### src/rtl/ipf_pkg.sv
// Shared definitions for the IPF LCU feeder: FSM states, frame geometry,
// parameter-word field layout and LCU size helpers.
package ipf_pkg;

  localparam int IMG_W = 128;
  localparam int PAR_W = 24;

  localparam int TYPE_LSB = 22;
  localparam int TYPE_W   = 2;
  localparam int BAND_LSB = 17;
  localparam int BAND_W   = 5;
  localparam int WO_BIT   = 16;
  localparam int OFF_LSB  = 0;
  localparam int OFF_W    = 16;

  typedef enum logic [2:0] {
    ST_IDLE,
    ST_PARAM,
    ST_PLOAD,
    ST_STREAM,
    ST_GAP,
    ST_WAIT,
    ST_DONE
  } state_t;

  // LCU edge length in pixels: 16, 32, 64 (128 for the unused code 3).
  function automatic logic [7:0] lcu_side(input logic [1:0] size);
    return 8'd16 << size;
  endfunction

  // LCUs along one frame edge: 8, 4, 2 (1 for the unused code 3).
  function automatic logic [3:0] lcus_per_side(input logic [1:0] size);
    return 4'd8 >> size;
  endfunction

endpackage

### src/rtl/ipf_lcu_addr_gen.sv
// LCU position and in-LCU row/col counters, wrap/last flags and the
// image/parameter RAM address arithmetic.
module ipf_lcu_addr_gen #(
  parameter int IMG_W = 128
) (
  input  logic        clk,
  input  logic        reset,
  input  logic [1:0]  size,
  input  logic        clear,
  input  logic        col_inc,
  input  logic        row_next,
  input  logic        lcu_next,
  output logic [2:0]  lcu_x,
  output logic [2:0]  lcu_y,
  output logic        col_last,
  output logic        row_last,
  output logic        lcu_last,
  output logic [13:0] img_addr,
  output logic [5:0]  par_addr
);
  import ipf_pkg::*;

  logic [6:0]  col_reg;
  logic [6:0]  row_reg;
  logic [2:0]  x_reg;
  logic [2:0]  y_reg;
  logic [7:0]  side;
  logic [3:0]  per_side;
  logic        x_last;
  logic [13:0] row_abs;
  logic [13:0] col_abs;

  assign side     = lcu_side(size);
  assign per_side = lcus_per_side(size);

  assign col_last = ({1'b0, col_reg} == side - 8'd1);
  assign row_last = ({1'b0, row_reg} == side - 8'd1);
  assign x_last   = ({1'b0, x_reg} == per_side - 4'd1);
  assign lcu_last = x_last && ({1'b0, y_reg} == per_side - 4'd1);

  // Every legal LCU lies inside the frame, so 14 bits never overflow.
  assign row_abs  = 14'(y_reg) * 14'(side) + 14'(row_reg);
  assign col_abs  = 14'(x_reg) * 14'(side) + 14'(col_reg);
  assign img_addr = row_abs * 14'(IMG_W) + col_abs;
  assign par_addr = 6'(y_reg) * 6'(per_side) + 6'(x_reg);

  assign lcu_x = x_reg;
  assign lcu_y = y_reg;

  always_ff @(posedge clk or negedge reset) begin
    if (!reset) begin
      col_reg <= '0;
      row_reg <= '0;
      x_reg   <= '0;
      y_reg   <= '0;
    end else if (clear) begin
      col_reg <= '0;
      row_reg <= '0;
      x_reg   <= '0;
      y_reg   <= '0;
    end else if (lcu_next) begin
      col_reg <= '0;
      row_reg <= '0;
      if (x_last) begin
        x_reg <= '0;
        y_reg <= y_reg + 3'd1;
      end else begin
        x_reg <= x_reg + 3'd1;
      end
    end else if (row_next) begin
      row_reg <= row_reg + 7'd1;
      col_reg <= '0;
    end else if (col_inc) begin
      col_reg <= col_reg + 7'd1;
    end
  end

endmodule

### src/rtl/ipf_lcu_feeder.sv
// Walks the frame LCU by LCU, loads per-LCU filter parameters and streams
// pixels row-major into the IPF under its busy back-pressure.
module ipf_lcu_feeder #(
  parameter int IMG_W = 128,
  parameter int PAR_W = 24
) (
  input  logic             clk,
  input  logic             reset,
  input  logic             start,
  input  logic [1:0]       size_sel,
  input  logic             busy,
  output logic             img_rd,
  output logic [13:0]      img_addr,
  input  logic [7:0]       img_q,
  output logic             par_rd,
  output logic [5:0]       par_addr,
  input  logic [PAR_W-1:0] par_q,
  output logic             in_en,
  output logic [7:0]       din,
  output logic [1:0]       ipf_type,
  output logic [4:0]       ipf_band_pos,
  output logic             ipf_wo_class,
  output logic [15:0]      ipf_offset,
  output logic [2:0]       lcu_x,
  output logic [2:0]       lcu_y,
  output logic [1:0]       lcu_size,
  output logic             done
);
  import ipf_pkg::*;

  state_t     state_reg;
  logic [1:0] size_reg;
  logic       start_ok;
  logic       rd_go;
  logic       wait_go;
  logic       col_inc;
  logic       row_next;
  logic       lcu_next;
  logic       col_last;
  logic       row_last;
  logic       lcu_last;

  assign start_ok = start && (state_reg == ST_IDLE || state_reg == ST_DONE);
  // Reads depend on same-cycle busy so nothing is issued into a stalled IPF.
  assign rd_go    = (state_reg == ST_STREAM) && !busy;
  assign wait_go  = (state_reg == ST_WAIT) && !busy;
  assign col_inc  = rd_go && !col_last;
  assign row_next = wait_go && !row_last;
  assign lcu_next = wait_go && row_last && !lcu_last;

  assign img_rd   = rd_go;
  assign par_rd   = (state_reg == ST_PARAM);
  assign done     = (state_reg == ST_DONE);
  assign din      = img_q;
  assign lcu_size = size_reg;

  ipf_lcu_addr_gen #(
    .IMG_W(IMG_W)
  ) u_addr_gen (
    .clk      (clk),
    .reset    (reset),
    .size     (size_reg),
    .clear    (start_ok),
    .col_inc  (col_inc),
    .row_next (row_next),
    .lcu_next (lcu_next),
    .lcu_x    (lcu_x),
    .lcu_y    (lcu_y),
    .col_last (col_last),
    .row_last (row_last),
    .lcu_last (lcu_last),
    .img_addr (img_addr),
    .par_addr (par_addr)
  );

  always_ff @(posedge clk or negedge reset) begin
    if (!reset) begin
      state_reg    <= ST_IDLE;
      size_reg     <= '0;
      in_en        <= 1'b0;
      ipf_type     <= '0;
      ipf_band_pos <= '0;
      ipf_wo_class <= 1'b0;
      ipf_offset   <= '0;
    end else begin
      in_en <= rd_go;
      case (state_reg)
        ST_IDLE, ST_DONE: begin
          if (start) begin
            size_reg  <= size_sel;
            state_reg <= ST_PARAM;
          end
        end
        ST_PARAM: state_reg <= ST_PLOAD;
        ST_PLOAD: begin
          ipf_type     <= par_q[TYPE_LSB +: TYPE_W];
          ipf_band_pos <= par_q[BAND_LSB +: BAND_W];
          ipf_wo_class <= par_q[WO_BIT];
          ipf_offset   <= par_q[OFF_LSB +: OFF_W];
          state_reg    <= ST_STREAM;
        end
        ST_STREAM: begin
          if (rd_go && col_last) state_reg <= ST_GAP;
        end
        // One idle cycle lets busy react to the row-ending pixel.
        ST_GAP: state_reg <= ST_WAIT;
        ST_WAIT: begin
          if (!busy) begin
            if (!row_last)      state_reg <= ST_STREAM;
            else if (!lcu_last) state_reg <= ST_PARAM;
            else                state_reg <= ST_DONE;
          end
        end
        default: state_reg <= ST_IDLE;
      endcase
    end
  end

endmodule

### config.mk
export PLATFORM = sky130hd
export DESIGN_NAME = ipf_lcu_feeder
export DESIGN_NICKNAME = d
export VERILOG_FILES = /design/src/rtl/ipf_pkg.sv /design/src/rtl/ipf_lcu_addr_gen.sv /design/src/rtl/ipf_lcu_feeder.sv
export SDC_FILE = /design/constraint.sdc
export NUM_CORES = 1
export LEC_CHECK = 0
export CAP_MARGIN = 10
export CORE_ASPECT_RATIO = 1.75
export CORE_MARGIN = 2
export CORE_UTILIZATION = 40
export DETAILED_ROUTE_END_ITERATION = 12
export PLACE_DENSITY = 0.67
export SLEW_MARGIN = 20
export SYNTH_ARGS = -nofsm -noshare
export SYNTH_HDL_FRONTEND = slang
export SYNTH_SLANG_ARGS = --single-unit
### constraint.sdc
create_clock -name clk -period 7.18 [get_ports clk]
set_clock_uncertainty 0.05 [all_clocks]
set_input_delay 1.436 -clock clk [delete_from_list [all_inputs] [get_ports clk]]
set_output_delay 1.436 -clock clk [all_outputs]
set_load 0.03 [all_outputs]
After elaboration in Yosys (flattened, before gate mapping) --
Index checks and enable logic that the tools add are counted.
Operators by class: add/subtract/negate cells 10, multiply operators 3, equality and inequality tests 13, shift-type cells 2, multiplexer cells 19, reduce and logical (&&, ||, !) cells 23
Operator list (number):
- 2-to-1 mux 7 bit | 7
- 2-to-1 mux 3 bit | 11
- one-hot mux 3 bit (6 select lines) | 1
- == test 7 x 8 -> 1 bit | 2
- adder 14 bit | 1
- adder 7 x 1 -> 7 bit (second input constant) | 2
- adder 11 x 7 -> 12 bit | 1
- multiplier 3 x 8 -> 11 bit | 1
- == test 3 bit (second input constant) | 3
- logical AND 1 bit | 9
- == test 3 x 4 -> 1 bit | 2
- multiplier 3 x 8 -> 7 bit | 1
- left shift 5 x 2 -> 8 bit (first input constant) | 1
- subtractor 8 x 1 -> 8 bit (second input constant) | 1
- adder 7 bit | 1
- adder 3 x 1 -> 3 bit (second input constant) | 2
- adder 6 x 3 -> 6 bit | 1
- == test 3 x 2 -> 1 bit (second input constant) | 2
- multiplier 3 x 4 -> 6 bit | 1
- zero test 1 bit | 4
- inequality test 2 bit (second input constant) | 2
- AND reduction 2 bit | 2
- nonzero test 2 bit | 2
- nonzero test 4 bit | 1
- other kinds (9) | 9
Word-level totals: flip-flop bits (word level) 50, input bits 38

Longest topological paths before layout --
Gate-level depths: netlist of the first run.
word-level depth 9, depth in mapped cells 19

Modules after synthesis --
A second synthesis of the first run with hierarchy kept.
Second synthesis, totals: cells, all modules 341, area total of the unflattened synthesis 3669.8 um^2
By module, submodules not included:
- ipf_lcu_addr_gen | times used 1, cells each 243, area each 2213.4 um^2, sequential area each 500.5 um^2
- ipf_lcu_feeder | times used 1, cells each 98, area each 1456.4 um^2, sequential area each 750.7 um^2

Worst setup path before layout of the first run --
OpenSTA, ideal clock, no wires.
kind reg2out, start point register size_reg[1], in the netlist lcu_size[1], end point output img_addr[13], data arrival time 4.518 ns, required time 5.694 ns, setup slack 1.176 ns, cell stages (with the launch flop) 18, path buffers 2, cell sequence dfrtp_1 -> buf_6 -> buf_2 -> nor2_1 -> ha_1 -> inv_1 -> fa_1 -> inv_1 -> fa_1 -> fa_1 -> xor2_1 -> ha_1 -> fa_1 -> a21o_1 -> a21oi_1 -> nor2b_1 -> o21ai_0 -> xnor2_1
Between the ends: cells in the longest elaborated chain, start to end 4, elaborated cells on any way between the ends 6, those cells by class add/sub (3); mul (2); shift (1)
Ends and longest elaborated chain:
- start: declaration | line ipf_lcu_feeder.sv:32 | logic [1:0] size_reg;
- start signal: assignment | line ipf_lcu_feeder.sv:90 | size_reg <= size_sel;
- left shift 5 x 2 -> 8 bit (*) | line ipf_pkg.sv:28 | return 8'd16 << size;
- multiplier 3 x 8 -> 11 bit or multiplier 3 x 8 -> 7 bit (tied branches) | line ipf_lcu_addr_gen.sv:43, ipf_lcu_addr_gen.sv:42
- adder 11 x 7 -> 12 bit or adder 7 bit (tied branches) | line ipf_lcu_addr_gen.sv:43, ipf_lcu_addr_gen.sv:42
- adder 14 bit (*) | line ipf_lcu_addr_gen.sv:44 | assign img_addr = row_abs * 14'(IMG_W) + col_abs;
- end: declaration | line ipf_lcu_feeder.sv:13 | output logic [13:0] img_addr,
Mark *: on every way between the ends. The rest lies on a longest branch, timed or not.

Final worst setup path of the first run --
Same ends and word-level chain as after synthesis.

==> results of run 1 <==
## synth_stat cells, drive strengths merged (2+ instances only)
master / instances
o21a: 2
fa: 9
and2: 13
a21oi: 20
a31oi: 2
o31ai: 2
dfrtp: 50
nor2: 15
a21o: 5
a22oi: 3
or4: 2
nand2b: 2
xnor2: 23
a31o: 2
ha: 40
xor2: 8
and3: 7
nand3: 8
clkbuf: 4
buf: 21
nand4: 6
o21ba: 2
o21ai: 13
nor2b: 9
o21bai: 2
inv: 16
nor3: 2
or3: 4
nand2: 32
mux2: 24
o311a: 2
## power by group through the flow
stage | logic (mW) | registers, mW | clock network, mW
after detailed placement | 0.756 | 0.478 | 0
after global routing | 0.802 | 0.491 | 0.257
final | 0.754 | 0.474 | 0.241
after floorplan | 0.387 | 0.598 | 0
after global placement | 0.748 | 0.473 | 0
after CTS | 0.760 | 0.474 | 0.249
## critical path: stages, from the launching register on
cell             delay, ns
dfrtp_1               0.57
nor2_2                0.28
ha_1                  0.19
inv_1                 0.05
fa_1                  0.52
inv_1                 0.05
fa_1                  0.53
ha_1                  0.32
a21o_1                0.15
a21oi_1               0.22
xnor2_1               0.16
fa_1                  0.44
a21o_1                0.20
a21oi_1               0.23
nor2b_1               0.07
o21ai_0               0.18
xnor2_1               0.14
clkdlybuf4s50_1       0.68
## logic make-up (layout without fill, tap and decap cells)
| kind of cell | Yosys count | in the layout |
|---|---|---|
| xor+xnor | 31 | 31 |
| fa+ha+maj | 49 | 49 |
| compound gates | 61 | 61 |
| flops | 50 | 50 |
| simple gates | 106 | 106 |
| mux | 25 | 25 |
| buf+inv | 41 | 113 |
## cell type report
class | count | area (sq um)
clock buffer | 6 | 139
clock inverter | 2 | 12.5
fill | 841 | 4320
inverter | 16 | 60.1
multi-input combinational | 272 | 2230
sequential | 50 | 1250
tap | 120 | 150
timing repair buffer | 89 | 876
## through the flow
step	hold slack, ns	setup WS [ns]	total power, mW
after CTS	0.460	0.294	1.48
after global routing	0.478	0.0782	1.55
final	0.455	0.426	1.47
after detailed placement	0.445	0.623	1.23
after floorplan	0.453	1.18	0.984
after global placement	0.439	0.759	1.22
## layer usage
layer,global-route usage (%),up-vias,part of all wire (%)
li1,-,1392,-
met1,18.7,1390,37
met2,31.5,92,53
met3,5.29,18,7.0
met4,8.38,0,3.2
met5,0,-,0
## placed cells by master, fill, tap and decap left out, drive strengths merged, types with 2 or more instances in the layout
cell	instances
a21oi	20
clkdlybuf4s50	84
o21a	2
a31o	2
a31oi	2
a21o	5
buf	5
nand3	8
o21ba	2
nand2b	2
and3	7
o311a	2
mux2	24
xnor2	23
nor2b	9
dfrtp	50
nand4	6
a22oi	3
and2	13
nor3	2
o21bai	2
xor2	8
o21ai	13
clkbuf	6
nor2	15
ha	40
or4	2
o31ai	2
nand2	32
fa	9
inv	16
or3	4
## timing repair
action / CTS / global route
setup endpoints to repair: 0 / 1
gates resized for setup: 0 / 1
hold buffers: 0 / 0
## how the worst max path moves through the flow
stage / start / endpoint / slack (ns) / cells after the start
after CTS: lcu_size[1] / img_addr[13] / 0.29 / 17
after global placement: lcu_size[1] / img_addr[13] / 0.76 / 16
after detailed placement: lcu_size[1] / img_addr[13] / 0.62 / 17
after floorplan: lcu_size[1] / img_addr[13] / 1.18 / 17
final: lcu_size[1] / img_addr[13] / 0.43 / 17
after global routing: lcu_size[1] / img_addr[13] / 0.08 / 17
==> run summary, run 1 <==
R2R Path End - u_addr_gen.col_reg[1]
Worst skew pair latency - 0.29 ns
Placed Instances - 547
Ant. Diodes - 0
Via density - 5.21
Synth cell types - 49
Die height - 131 um
Net Count, Synth - 450
Xor/xnor share of the synthesized area - 7.32%
Mux cell area share after synthesis - 7.56%
DRC viols - 0
Adder-cell share of the synthesized area - 18.4%
RSZ-0062 raised after global routing - false
Post-synthesis area per instance - 10.2 sq um
F_max - 148 MHz
Hold Startpoint - ipf_offset[12]
# setup viols final - 0
Finished Core Util - 52.2%
Hold depth - 1
Dominant cells by area after synthesis - dfrtp_1 (34%), ha_1 (13%), mux2_2 (7.3%)
Final instance area - 0.00472 sq mm
CTS tree - built
Die area - 0.0101 sq mm
Asr flop ratio synth - 100%
Die width - 76.8 um
Hold Vio Cnt, Final - 0
Fin cells - 555
WP data required - 5.69 ns
PortBufs - 85
Hold Path End - ipf_offset[12]
Final Cycle Share - 94.1%
Longest Clk Path Bufs - 2
R2r startpoint - lcu_size[1]
CTS sink cnt - 50
#FFs+latches synth - 50
Worst-Margin Slew - 0.671 ns
Starting Density - 41.0%
Gr usage total - 17.7%
Tmin final - 6.75 ns
Sequential share of the synthesized area - 33.7%
Power Density - 311 mW/mm^2
P&R area growth vs syn - 27.3%
Largest net degree at the start of global routing - 51
Clock root buffer - clkbuf_16
Initial antenna violation count - 0
Core area - 0.00904 sq mm
Power share of the clock group - 16.4%
Outcome - finished, final reports clean
R2R depth - 7
Post-synth top area share - 33.7%
GR Overflow Total - 0
Switching Power - 608 uW
CP Class - reg2out
Final nets - 521
Share of layout cells above drive strength 1 - 11.0%
Simple-gate share of the synthesized area - 15.1%
Setup bufs post-CTS - 0
Primary FF master, synth - dfrtp_1
Startpoint Class - register
VDD IR max - 285 uV
H-tree depth - 2
Flop2flop setup slack - 4.44 ns
CP endpoint kind - output pin
Synth Cell Area - 0.00371 sq mm
Setup TNS - 0 ns
Post-synth EDFFs - 0
Max-cap viol count - 0
CTS buffer count - 5
Synth warnings - 0
Cells after Synth - 363
Clock transition at path regs - 0.07 ns
Routed Antenna Nets - 0
Leakage - 2.24 nW
Compound-Gate Fraction of Synth Area - 11.6%
I/O Pins - 102
First drt pass iteration count - 5
Worst slew margin - 55.2%
Switching share of power - 41.4%
Largest family of logic cells by synthesized area - adder cells
Core Rows - 46
RePlAce Congestion - 0.821
Max Fanout on Critical Path - 16
Global-route wire length before repair - 14,400 um
Routed vias - 2,892
Dpl cell area - 0.00457 sq mm
Routed WL - 8590 um
Area leader, netlist - dfrtp_1
Max reg flops - 16
Sequential Power Share - 32.3%
Int Pwr - 862 uW
Initial DRC count - 63
Vias in the first global route - 3,088
Final HPWL DP - 6790 um
Max Slew Vio Count - 0
Comb power frac - 51.3%
HP Class - reg2reg
CP arrival - 5.27 ns
DR WL/cell - 15.5 um
(Power assumes the default switching activity.)
==> run 2: changes to the inputs <==
Settings changed: DONT_BUFFER_PORTS set to 1, PLACE_DENSITY 0.67 to 0.53, RECOVER_POWER set to 25, TNS_END_PERCENT set to 1.
==> run 2 against run 1 <==
  * Clock-buffer cell count shrank 1
  * Combinational power shrank 51%
  * Largest cell class unchanged
  * Critical path type unchanged
  * Worst setup slack gained 0.29 ns
==> run summary, run 2 (synthesis results as in run 1) <==
Multi-input gate area - 0.00224 sq mm
Dpl ws - 1.03 ns
First drt pass iteration count - 4
CTS tree - built
Gr usage total - 17.1%
Setup bufs post-CTS - 0
Max Fanout on Critical Path - 12
HP Class - reg2reg
Die area - 0.0101 sq mm
Overall power - 1.26 mW
Global-route wire length before repair - 13,700 um
Tmin final - 6.47 ns
Ant. Diodes - 0
Worst Setup SP - lcu_size[0]
Worst-Margin Slew - 1.02 ns
Max Slew Vio Count - 0
Leakage - 1.94 nW
Hold buffer count at CTS - 0
CP arrival - 4.98 ns
CTS buffer count - 5
GR Overflow Total - 0
Routed WL - 8070 um
Initial antenna violation count - 0
Final Cycle Share - 90.1%
Outcome - finished, final reports clean
RePlAce Congestion - 0.773
CP Class - reg2out
Die width - 76.8 um
DRC viols - 0
Die height - 131 um
Hold Vio Cnt, Final - 0
Fill cells - 907
F_max - 155 MHz
Vias in the first global route - 2,744
Placed Instances - 464
WP data required - 5.69 ns
CTS sink cnt - 50
R2r startpoint - lcu_size[0]
DR WL/cell - 17.1 um
Share of layout cells above drive strength 1 - 13.9%
Routed Antenna Nets - 0
Startpoint Class - register
Hold_ws - 0.521 ns
Initial DRC count - 68
VDD IR max - 263 uV
Fin cells - 472
Final nets - 438
Largest net degree at the start of global routing - 51
Final HPWL DP - 6360 um
Setup TNS - 0 ns
Max reg flops - 16
I/O Pins - 102
# setup viols final - 0
Met3 Track Usage GR - 5.22%
Longest Clk Path Bufs - 2
Core area - 0.00904 sq mm
Final setup margin - 0.714 ns
PortBufs - 0
Hold Startpoint - u_addr_gen.row_reg[2]
Clock root buffer - clkbuf_16
Starting Density - 41.0%
P&R area growth vs syn - 4.89%
CP endpoint kind - output pin
Hold depth - 1
Most frequent cells in the layout - dfrtp_1 (50), ha_1 (40), nand2_1 (32), mux2_2 (24), xnor2_1 (23)
R2R depth - 7
Via density - 5.40
Max-cap viol count - 0
Power Density - 324 mW/mm^2
Worst slew margin - 32.0%
Clock transition at path regs - 0.07 ns
Commonest non-fill, non-tap cell in the layout - dfrtp_1
RSZ-0062 raised after global routing - false
Post_cts resized - 0
Routed vias - 2,550
Met2 Use GR - 32.3%
H-tree depth - 2
Register area - 0.00125 sq mm
M1 GR Usage - 17.2%
Worst skew pair latency - 0.29 ns
Core Rows - 46
GRT Max-Usage Layer - met2
-- run 2: final cells by class --
type	instances	share of cell area, %
clock buffer	5	3.22
clock inverter	3	0.579
inverter	16	1.54
multi-input combinational	272	57.5
sequential	50	32.2
tap	120	3.86
timing repair buffer	6	1.16
-- run 2: stage by stage --
| step | utilization, % | cell area, sq um |
|---|---|---|
| final | 43.0 | 3890 |
| after global routing | 43.0 | 3890 |
| after CTS | 43.0 | 3880 |
| after detailed placement | 41.4 | 3740 |
| after global placement | 41.4 | 3740 |
| after floorplan | - | 3710 |
-- run 2: final timing paths --
path,endpoint,slack [ns]
max in group asynchronous,u_addr_gen.lcu_x[2],6.17
setup / recovery,img_addr[13],0.71
setup reg to reg,u_addr_gen.col_reg[0],4.36
min in group asynchronous,ipf_offset[5],0.78
hold / removal,u_addr_gen.row_reg[2],0.52
hold reg to reg,u_addr_gen.row_reg[2],0.52
-- run 2: worst max-delay path, cell delays in order, from the launching register on --
cell	delay, ns
dfrtp_1	0.61
nor2_1	0.38
ha_1	0.21
inv_1	0.05
fa_1	0.52
inv_1	0.05
fa_1	0.52
ha_1	0.32
a21o_1	0.15
a21oi_1	0.24
xnor2_1	0.16
fa_1	0.45
a21o_1	0.20
a21oi_1	0.22
nor2b_1	0.07
o21ai_0	0.19
xnor2_1	0.35
-- run 2: power breakdown --
part	leakage [nW]	internal (mW)	switching, mW	total, mW
Combinational	1.23	0.177	0.194	0.371
Sequential	0.628	0.379	0.271	0.650
Clock	0.0746	0.131	0.107	0.239
Total	1.94	0.686	0.573	1.26
-- run 2: routing by layer --
layer / routed length (um) / vias up / part of all wire (%)
met2: 4370 / 90 / 54
li1: - / 1225 / -
met5: 0 / - / 0
met3: 584 / 12 / 7.2
met1: 2950 / 1223 / 37
met4: 157 / 0 / 1.9
